**config.mk**
```make
export PLATFORM = sky130hd
export DESIGN_NAME = pipeline_hazard_ctrl_flat
export DESIGN_NICKNAME = d
export VERILOG_FILES = /design/src/rtl/pipeline_hazard_ctrl_pkg.sv /design/src/rtl/pipeline_hazard_ctrl_if.sv /design/src/rtl/pipeline_hazard_ctrl_chk.sv /design/src/rtl/pipeline_hazard_ctrl_mc_latency_cnt.sv /design/src/rtl/pipeline_hazard_ctrl.sv /design/src/flat_wrapper.sv
export SDC_FILE = /design/constraint.sdc
export NUM_CORES = 1
export LEC_CHECK = 0
export BUFFER_PORTS_ARGS = -buffer_cell sky130_fd_sc_hd__buf_2
export CAP_MARGIN = 15
export CORE_UTILIZATION = 38
export DETAILED_ROUTE_END_ITERATION = 10
export PLACE_DENSITY = 0.95
export SYNTH_ARGS = -nofsm -noshare
export SYNTH_HDL_FRONTEND = slang
export SYNTH_HIERARCHICAL = 1
export SYNTH_SLANG_ARGS = --single-unit
export TNS_END_PERCENT = 5
```
**constraint.sdc**
```tcl
create_clock -name Clk -period 3.79 [get_ports Clk]
set_input_delay 0.379 -clock Clk [delete_from_list [all_inputs] [get_ports Clk]]
set_output_delay 0.379 -clock Clk [all_outputs]
set_load 0.05 [all_outputs]
```
**src/rtl/pipeline_hazard_ctrl_pkg.sv**
```systemverilog
// Shared types for the pipeline stall/flush sequencer: FSM states, control bundle and constants.
package pipe_ctrl_pkg;

  typedef enum logic [0:0] {
    RUN     = 1'b0,
    MC_BUSY = 1'b1
  } hz_state_e;

  localparam int unsigned REG_ZERO = 0;

  typedef struct packed {
    logic pc_en;
    logic ifid_en;
    logic idex_en;
    logic exmem_en;
    logic memwb_en;
    logic ifid_flush;
    logic idex_flush;
    logic exmem_flush;
  } hz_ctl_t;

  // Enables (PC..MEMWB) then flushes (IFID..EXMEM); flushing stages keep En=1 so the clear lands
  localparam hz_ctl_t CTL_NORMAL  = 8'b11111_000;
  localparam hz_ctl_t CTL_RESET   = 8'b00000_111;
  localparam hz_ctl_t CTL_FREEZE  = 8'b00000_000;
  localparam hz_ctl_t CTL_MC      = 8'b00011_001;
  localparam hz_ctl_t CTL_BRANCH  = 8'b11111_110;
  localparam hz_ctl_t CTL_LOADUSE = 8'b00111_010;

endpackage

```
**src/rtl/pipeline_hazard_ctrl_if.sv**
```systemverilog
// Hazard inputs from the datapath and stall/flush controls back to the pipeline registers.
interface pipeline_hazard_ctrl_if #(
  parameter int unsigned RW = 5
);
  logic [RW-1:0] ID_Rs;
  logic [RW-1:0] ID_Rt;
  logic          ID_UsesRt;
  logic          EX_MemRead;
  logic [RW-1:0] EX_Rd;
  logic          EX_BrTaken;
  logic          EX_McStart;
  logic          Ext_Stall;
  logic          PC_En;
  logic          IFID_En;
  logic          IDEX_En;
  logic          EXMEM_En;
  logic          MEMWB_En;
  logic          IFID_Flush;
  logic          IDEX_Flush;
  logic          EXMEM_Flush;
  logic [31:0]   StallCnt;
  logic [31:0]   FlushCnt;

  modport master (
    output ID_Rs, ID_Rt, ID_UsesRt, EX_MemRead, EX_Rd, EX_BrTaken, EX_McStart, Ext_Stall,
    input  PC_En, IFID_En, IDEX_En, EXMEM_En, MEMWB_En, IFID_Flush, IDEX_Flush, EXMEM_Flush,
    input  StallCnt, FlushCnt
  );

  modport slave (
    input  ID_Rs, ID_Rt, ID_UsesRt, EX_MemRead, EX_Rd, EX_BrTaken, EX_McStart, Ext_Stall,
    output PC_En, IFID_En, IDEX_En, EXMEM_En, MEMWB_En, IFID_Flush, IDEX_Flush, EXMEM_Flush,
    output StallCnt, FlushCnt
  );
endinterface

```
**src/rtl/pipeline_hazard_ctrl_chk.sv**
```systemverilog
// Protocol checker: a multi-cycle op and a taken branch must never be presented together.
module pipeline_hazard_ctrl_chk (
  input logic Clk,
  input logic Rst,
  input logic EX_McStart,
  input logic EX_BrTaken
);

  mc_branch_excl_a: assert property (@(posedge Clk) disable iff (!Rst)
    !(EX_McStart && EX_BrTaken));

endmodule

```
**src/rtl/pipeline_hazard_ctrl_mc_latency_cnt.sv**
```systemverilog
// Multi-cycle op latency counter: load to MC_LAT-2, count down, freeze on hold, flag zero.
module mc_latency_cnt #(
  parameter int unsigned MC_LAT = 4,
  parameter int unsigned CW     = $clog2(MC_LAT)
) (
  input  logic Clk,
  input  logic Rst,
  input  logic load,
  input  logic dec,
  input  logic hold,
  output logic zero
);

  localparam logic [CW-1:0] LOAD_VAL = CW'(MC_LAT - 2);

  logic [CW-1:0] cnt_q;

  // Counter register; hold wins over decrement so an external freeze preserves the count
  always_ff @(posedge Clk or negedge Rst) begin
    if (!Rst) begin
      cnt_q <= {CW{1'b0}};
    end else if (load) begin
      cnt_q <= LOAD_VAL;
    end else if (hold) begin
      cnt_q <= cnt_q;
    end else if (dec) begin
      cnt_q <= cnt_q - {{(CW-1){1'b0}}, 1'b1};
    end else begin
      cnt_q <= cnt_q;
    end
  end

  assign zero = (cnt_q == {CW{1'b0}});

endmodule

```
**src/rtl/pipeline_hazard_ctrl.sv**
```systemverilog
// Central stall/flush sequencer for the 5-stage pipeline; controls are combinational (zero latency).
// Optional perf counters StallCnt/FlushCnt are built only when PIPE_HAZARD_PERF_EN is defined.
module pipeline_hazard_ctrl
  import pipe_ctrl_pkg::*;
#(
  parameter int unsigned RW     = 5,
  parameter int unsigned MC_LAT = 4,
  parameter int unsigned CW     = $clog2(MC_LAT)
) (
  input logic                  Clk,
  input logic                  Rst,
  pipeline_hazard_ctrl_if.slave hz
);

  hz_state_e state_q, state_d;
  hz_ctl_t   ctl_s;
  logic      load_s, dec_s, zero_s, load_use_s;

  assign load_use_s = hz.EX_MemRead && (hz.EX_Rd != RW'(REG_ZERO)) &&
                      ((hz.EX_Rd == hz.ID_Rs) || (hz.ID_UsesRt && (hz.EX_Rd == hz.ID_Rt)));

  // Priority resolution: external stall > multi-cycle > branch > load-use > normal
  always_comb begin
    ctl_s   = CTL_NORMAL;
    state_d = state_q;
    load_s  = 1'b0;
    dec_s   = 1'b0;
    if (!Rst) begin
      ctl_s = CTL_RESET;
    end else if (hz.Ext_Stall) begin
      ctl_s = CTL_FREEZE;
    end else begin
      case (state_q)
        MC_BUSY: begin
          if (!zero_s) begin
            ctl_s = CTL_MC;
            dec_s = 1'b1;
          end else begin
            ctl_s   = CTL_NORMAL;
            state_d = RUN;
          end
        end
        RUN: begin
          if (hz.EX_McStart) begin
            ctl_s   = CTL_MC;
            load_s  = 1'b1;
            state_d = MC_BUSY;
          end else if (hz.EX_BrTaken) begin
            ctl_s = CTL_BRANCH;
          end else if (load_use_s) begin
            ctl_s = CTL_LOADUSE;
          end else begin
            ctl_s = CTL_NORMAL;
          end
        end
        default: begin
          ctl_s   = CTL_NORMAL;
          state_d = RUN;
        end
      endcase
    end
  end

  // FSM state register; reset mid-op discards the op
  always_ff @(posedge Clk or negedge Rst) begin
    if (!Rst) begin
      state_q <= RUN;
    end else begin
      state_q <= state_d;
    end
  end

  mc_latency_cnt #(.MC_LAT(MC_LAT), .CW(CW)) u_mc_cnt (
    .Clk  (Clk),
    .Rst  (Rst),
    .load (load_s),
    .dec  (dec_s),
    .hold (hz.Ext_Stall),
    .zero (zero_s)
  );

  pipeline_hazard_ctrl_chk u_chk (
    .Clk        (Clk),
    .Rst        (Rst),
    .EX_McStart (hz.EX_McStart),
    .EX_BrTaken (hz.EX_BrTaken)
  );

  assign hz.PC_En       = ctl_s.pc_en;
  assign hz.IFID_En     = ctl_s.ifid_en;
  assign hz.IDEX_En     = ctl_s.idex_en;
  assign hz.EXMEM_En    = ctl_s.exmem_en;
  assign hz.MEMWB_En    = ctl_s.memwb_en;
  assign hz.IFID_Flush  = ctl_s.ifid_flush;
  assign hz.IDEX_Flush  = ctl_s.idex_flush;
  assign hz.EXMEM_Flush = ctl_s.exmem_flush;

`ifdef PIPE_HAZARD_PERF_EN
  logic [31:0] stall_cnt_q, flush_cnt_q;

  // Performance counters, free-running and wrapping at 2^32
  always_ff @(posedge Clk or negedge Rst) begin
    if (!Rst) begin
      stall_cnt_q <= 32'd0;
      flush_cnt_q <= 32'd0;
    end else begin
      if (!ctl_s.pc_en) begin
        stall_cnt_q <= stall_cnt_q + 32'd1;
      end
      if (ctl_s.ifid_flush || ctl_s.idex_flush || ctl_s.exmem_flush) begin
        flush_cnt_q <= flush_cnt_q + 32'd1;
      end
    end
  end

  assign hz.StallCnt = stall_cnt_q;
  assign hz.FlushCnt = flush_cnt_q;
`else
  assign hz.StallCnt = 32'd0;
  assign hz.FlushCnt = 32'd0;
`endif

endmodule

```
**src/flat_wrapper.sv**
```systemverilog
// flat-port wrapper written by rule: the top's interface ports become plain ports
module pipeline_hazard_ctrl_flat import pipe_ctrl_pkg::*;
#(
  parameter int unsigned RW     = 5,
  parameter int unsigned MC_LAT = 4,
  parameter int unsigned CW     = $clog2(MC_LAT)
)
  (Clk, Rst, hz_ID_Rs, hz_ID_Rt, hz_ID_UsesRt, hz_EX_MemRead, hz_EX_Rd, hz_EX_BrTaken, hz_EX_McStart, hz_Ext_Stall, hz_PC_En, hz_IFID_En, hz_IDEX_En, hz_EXMEM_En, hz_MEMWB_En, hz_IFID_Flush, hz_IDEX_Flush, hz_EXMEM_Flush, hz_StallCnt, hz_FlushCnt);
  pipeline_hazard_ctrl_if #(.RW(RW)) hz_i ();
  input logic Clk;
  input logic Rst;
  input wire logic [$bits(hz_i.ID_Rs)-1:0] hz_ID_Rs;
  input wire logic [$bits(hz_i.ID_Rt)-1:0] hz_ID_Rt;
  input wire logic [$bits(hz_i.ID_UsesRt)-1:0] hz_ID_UsesRt;
  input wire logic [$bits(hz_i.EX_MemRead)-1:0] hz_EX_MemRead;
  input wire logic [$bits(hz_i.EX_Rd)-1:0] hz_EX_Rd;
  input wire logic [$bits(hz_i.EX_BrTaken)-1:0] hz_EX_BrTaken;
  input wire logic [$bits(hz_i.EX_McStart)-1:0] hz_EX_McStart;
  input wire logic [$bits(hz_i.Ext_Stall)-1:0] hz_Ext_Stall;
  output wire logic [$bits(hz_i.PC_En)-1:0] hz_PC_En;
  output wire logic [$bits(hz_i.IFID_En)-1:0] hz_IFID_En;
  output wire logic [$bits(hz_i.IDEX_En)-1:0] hz_IDEX_En;
  output wire logic [$bits(hz_i.EXMEM_En)-1:0] hz_EXMEM_En;
  output wire logic [$bits(hz_i.MEMWB_En)-1:0] hz_MEMWB_En;
  output wire logic [$bits(hz_i.IFID_Flush)-1:0] hz_IFID_Flush;
  output wire logic [$bits(hz_i.IDEX_Flush)-1:0] hz_IDEX_Flush;
  output wire logic [$bits(hz_i.EXMEM_Flush)-1:0] hz_EXMEM_Flush;
  output wire logic [$bits(hz_i.StallCnt)-1:0] hz_StallCnt;
  output wire logic [$bits(hz_i.FlushCnt)-1:0] hz_FlushCnt;
  assign hz_i.ID_Rs = hz_ID_Rs;
  assign hz_i.ID_Rt = hz_ID_Rt;
  assign hz_i.ID_UsesRt = hz_ID_UsesRt;
  assign hz_i.EX_MemRead = hz_EX_MemRead;
  assign hz_i.EX_Rd = hz_EX_Rd;
  assign hz_i.EX_BrTaken = hz_EX_BrTaken;
  assign hz_i.EX_McStart = hz_EX_McStart;
  assign hz_i.Ext_Stall = hz_Ext_Stall;
  assign hz_PC_En = hz_i.PC_En;
  assign hz_IFID_En = hz_i.IFID_En;
  assign hz_IDEX_En = hz_i.IDEX_En;
  assign hz_EXMEM_En = hz_i.EXMEM_En;
  assign hz_MEMWB_En = hz_i.MEMWB_En;
  assign hz_IFID_Flush = hz_i.IFID_Flush;
  assign hz_IDEX_Flush = hz_i.IDEX_Flush;
  assign hz_EXMEM_Flush = hz_i.EXMEM_Flush;
  assign hz_StallCnt = hz_i.StallCnt;
  assign hz_FlushCnt = hz_i.FlushCnt;
  pipeline_hazard_ctrl #(.RW(RW), .MC_LAT(MC_LAT), .CW(CW)) u_core (.Clk(Clk), .Rst(Rst), .hz(hz_i));
endmodule
```
== After elaboration in Yosys (flattened, before gate mapping) ==
Cells that the tools add are included.

* $add $sub $neg: 1
* Muxes and demuxes: 19
* Bitwise gates (word level): 2
* Reductions and logical operators: 9
* Eq/ne operators: 3

{| class="wikitable"
|+ Operator list
! kind !! count
|-
| $mux 8 || 6
|-
| $pmux 8 s2 || 1
|-
| $eq 5x5->1 || 2
|-
| $mux 1 || 8
|-
| $mux 2 || 3
|-
| $reduce_bool 5->1 || 1
|-
| $reduce_and 2->1 || 2
|-
| $logic_and 1x1->1 || 3
|-
| $logic_not 2->1 || 1
|-
| $ne 2x1->1 const B || 1
|-
| $not 1->1 || 2
|-
| $pmux 1 s2 || 1
|-
| $reduce_bool 2->1 || 1
|-
| $sub 2x1->2 const B || 1
|-
| $logic_or 1x1->1 || 1
|}

* Word-level logic and storage cells: 36
* Bits of input ports: 22
* Output and inout port bits: 72
* Bits in registers: 3

== Logic depth before layout (Yosys ltp) ==
* Depth after elaboration: 10
* Gate-level depth with buffers: 6
* Gate-level depth less buffers: 6

== Cells and area by module ==
Netlist, hierarchy kept.

{| class="wikitable"
|+ By module, submodules not included
! module !! seq. area each (µm²) !! instances !! cells an instance !! area each (µm²)
|-
| pipeline_hazard_ctrl || 25.0 || 1 || 101 || 748.2
|-
| mc_latency_cnt || 50.0 || 1 || 12 || 128.9
|}

== Least setup slack after synthesis ==
No wires, ideal clock.

* Path kind: input to output
* From: in hz_Ext_Stall
* To: out hz_PC_En
* Cell stages on the path: 5
* Buffers on the path: 1
* Data required time: 3.411 ns
* Data arrival time: 2.366 ns
* Slack: 1.045 ns
* Cell sequence: nand2b_1 > inv_1 > and3_1 > o41a_1 > buf_4

* Word-level cells in the longest chain between the ends: 2

{| class="wikitable"
|+ Ends and longest elaborated chain
! what !! line !! source
|-
| start: declaration || flat_wrapper.sv:19 || <nowiki>input wire logic [$bits(hz_i.Ext_Stall)-1:0] hz_Ext_Stall;</nowiki>
|-
| $mux 8 || pipeline_hazard_ctrl.sv:30 || <nowiki>end else if (hz.Ext_Stall) begin</nowiki>
|-
| $mux 8 || pipeline_hazard_ctrl.sv:28 || <nowiki>if (!Rst) begin</nowiki>
|-
| end: declaration || flat_wrapper.sv:20 || <nowiki>output wire logic [$bits(hz_i.PC_En)-1:0] hz_PC_En;</nowiki>
|}

No other way between the ends.

== Worst setup path in the final report ==
* From: in Rst
* To: out hz_PC_En

* Word-level cells in the longest chain between the ends: 1

{| class="wikitable"
|+ Ends and longest elaborated chain
! what !! line !! source
|-
| start: declaration || flat_wrapper.sv:11 || <nowiki>input logic Rst;</nowiki>
|-
| $mux 8 || pipeline_hazard_ctrl.sv:28 ||
|}

No other way between the ends.

==> impl_metrics.py <==
metrics = {
    "clock_tree": {
        "tritoncts": "done",
        "clock_path_buffers": 2,
        "cts_htree_levels": 1,
        "clock_latency_ns": 0.23,
        "ctsRootBufferMaster": "clkbuf_4",
        "cts_setup_buffers": 0,
        "clk_pin_slew_worst_paths_ns": 0.04,
        "cts-buffers-inserted": 3,
        "clock_sinks": 3,
    },
    "power_and_ir_drop": {
        "finalPower_mw": 0.4151,
        "leakage_nw": 0.5112,
        "peakVddDrop_uv": 336.7,
        "powerDensity_mw_per_mm2": 497.4,
    },
    "worst_setup_path": {
        "crit_path_start_kind": "input pin",
        "crit_type": "input pin to output pin",
        "cp_data_arrival_time_ns": 1.91,
        "cp.required_ns": 3.41,
        "cp_max_fo": 6,
        "end_kind": "output pin",
    },
    "worst_hold_path": {
        "hp-class": "input pin to async pin",
    },
    "timing": {
        "rsz0062_at_grt": "no",
        "fmax_mhz": 437.2,
        "period_share": 0.6034,
        "hold_violations": 0,
        "finalSetupTns_ns": 0,
        "clock_skew_ns": 0.004686,
        "setup_violations": 0,
        "maxSlewViolCount": 0,
        "min_period_ns": 2.287,
    },
    "synth": {
        "yosys_warnings": 6,
        "synth_edf_count": 0,
        "synth.most_common_cell": "buf_4",
        "syn_avg_cell_area_um2": 7.762,
        "synth_top_area_share": 0.5649,
        "async_reset_ff_frac": 1.000,
        "synth_top_cell_by_area": "buf_4",
        "yosys-top-cells-area": "buf_4, xor2_1, dfrtp_1, nor2_1, nand2b_1",
        "ys.flop_type": "dfrtp_1",
        "ys_types": 24,
        "synth_area_um2": 877.1,
        "synth_cells": 113,
        "synth_seq_cells": 3,
        "synth_seq_area_share": 0.08559,
        "netlist_top_cells_count": "buf_4, xor2_1, nor2_1",
    },
    "status": {
        "status": "completed",
    },
    "placed_design": {
        "dpl.hpwl_mm": 1.117,
        "io_buffers": 29,
        "gp_congestion": 0.7500,
    },
    "floorplanning": {
        "coreArea_mm2": 0.002191,
        "die-area_mm2": 0.002505,
        "num_rows": 17,
        "die_h_um": 50.05,
        "ioPinCount": 94,
        "start_util": 0.4003,
        "die_width_um": 50.05,
    },
    "routing": {
        "drtAntennaViolNets": 0,
        "vias_per_cell": 3.436,
        "totalWireLength_mm": 1.232,
        "drc": 0,
        "via_count": 591,
        "drtIter0Drc": 4,
        "routedWlPerCell_um": 7.163,
        "first_pass_iters": 4,
    },
    "final_layout": {
        "insertedDiodeCount": 0,
        "final_nets": 168,
        "area_growth_pct": -4.850,
        "multi_input_area_um2": 531.8,
        "drive_gt1_frac": 0.2431,
        "fillCellCount": 245,
        "regArea_um2": 75.07,
    },
    "run": {
        "drv_cap": 0,
    },
    "global_route": {
        "grt_pass1_wl_mm": 1.835,
        "antenna_found_initial": 0,
        "grt_max_degree": 7,
        "grt_pass1_vias": 424,
        "grt_usage": 0.09739,
        "overflow": 0,
    },
}
-- worst paths after layout --
check                                               from                       end  slack, ns  cells past startpoint
worst min-delay path                                 Rst  u_core/u_mc_cnt/cnt_q[0]       0.50                      2
min in group Clk                            hz_Ext_Stall  u_core/u_mc_cnt/cnt_q[1]       0.52                      3
worst min register to register            u_core/state_q            u_core/state_q       0.60                      2
max in group asynchronous                            Rst  u_core/u_mc_cnt/cnt_q[1]       3.15                      2
worst max register to register  u_core/u_mc_cnt/cnt_q[0]  u_core/u_mc_cnt/cnt_q[0]       2.36                      6
worst max-delay path                                 Rst                  hz_PC_En       1.50                      7
-- area by class of cell --
| class | count | area share |
|---|---|---|
| clock buffer | 4 | 0.03148 |
| timing repair buffer | 30 | 0.1859 |
| multi-input combinational | 104 | 0.6372 |
| tap | 28 | 0.04198 |
| sequential | 3 | 0.08996 |
| inverter | 3 | 0.01349 |
-- repair_timing --
action / in CTS / in global routing
hold endpoints to repair: 3 / 0
hold buffers: 1 / 0
resized for setup: 0 / 0
-- cell families after synthesis --
group,after synthesis,synth area share
buffers and inverters,69,0.5778
AND/OR/NAND/NOR,21,0.1355
XOR/XNOR,10,0.09986
AO/OA/AOI/OAI,6,0.05421
flip-flops,3,0.08559
multiplexers,2,0.02853
adder cells (fa/ha/maj),1,0.01426
other,1,0.004275
-- cell usage in the layout, fill, tap and decap left out, types with 3 or more instances in the layout --
master and instances:
buf_2 29, nand2b_1 3, nor2_1 7, dfrtp_1 3
xor2_1 9, clkbuf_4 3, conb_1 64, nand2_1 3
inv_1 3
-- critical path, stage by stage --
cell           delay [ns]
dlygate4sd3_1        0.52
buf_2                0.17
nand2b_1             0.10
inv_1                0.12
and3_1               0.21
o41a_1               0.16
buf_2                0.26
-- registers in the layout, summed over array words and instances, names as in the netlist --
| name | cells |
|---|---|
| u_core/state_q | 1 |
| u_core/u_mc_cnt/cnt_q | 2 |
-- metrics by stage --
| stage | worst slack [ns] | instance area (um2) | utilization | hold slack (ns) | std cells |
|---|---|---|---|---|---|
| 3_3_place_gp | 1.734 | 798.3 | 0.3644 | 0.2004 | 167 |
| 3_5_place_dp | 1.738 | 798.3 | 0.3644 | 0.2010 | 167 |
| 2_1_floorplan | 1.045 | 1114 | - | 0.08341 | 176 |
| 5_1_grt | 1.332 | 834.6 | 0.3809 | 0.5305 | 172 |
| 6_report | 1.503 | 834.6 | 0.3809 | 0.4975 | 172 |
| 4_1_cts | 1.470 | 834.6 | 0.3809 | 0.4950 | 172 |
-- metal layers --
metal  GRT usage  part of all wire
met4     0.02857                 0
met3     0.02778              0.10
met2      0.1711              0.54
met1      0.1119              0.36
met5           0                 0
-- where the power goes --
| part | total (mW) | switching (mW) | internal [mW] |
|---|---|---|---|
| Combinational | 0.299 | 0.234 | 0.0648 |
| Sequential | 0.0615 | 0.0135 | 0.0480 |
| Clock | 0.0550 | 0.0157 | 0.0394 |
| Total | 0.415 | 0.263 | 0.152 |
(Power assumes the default switching activity.)
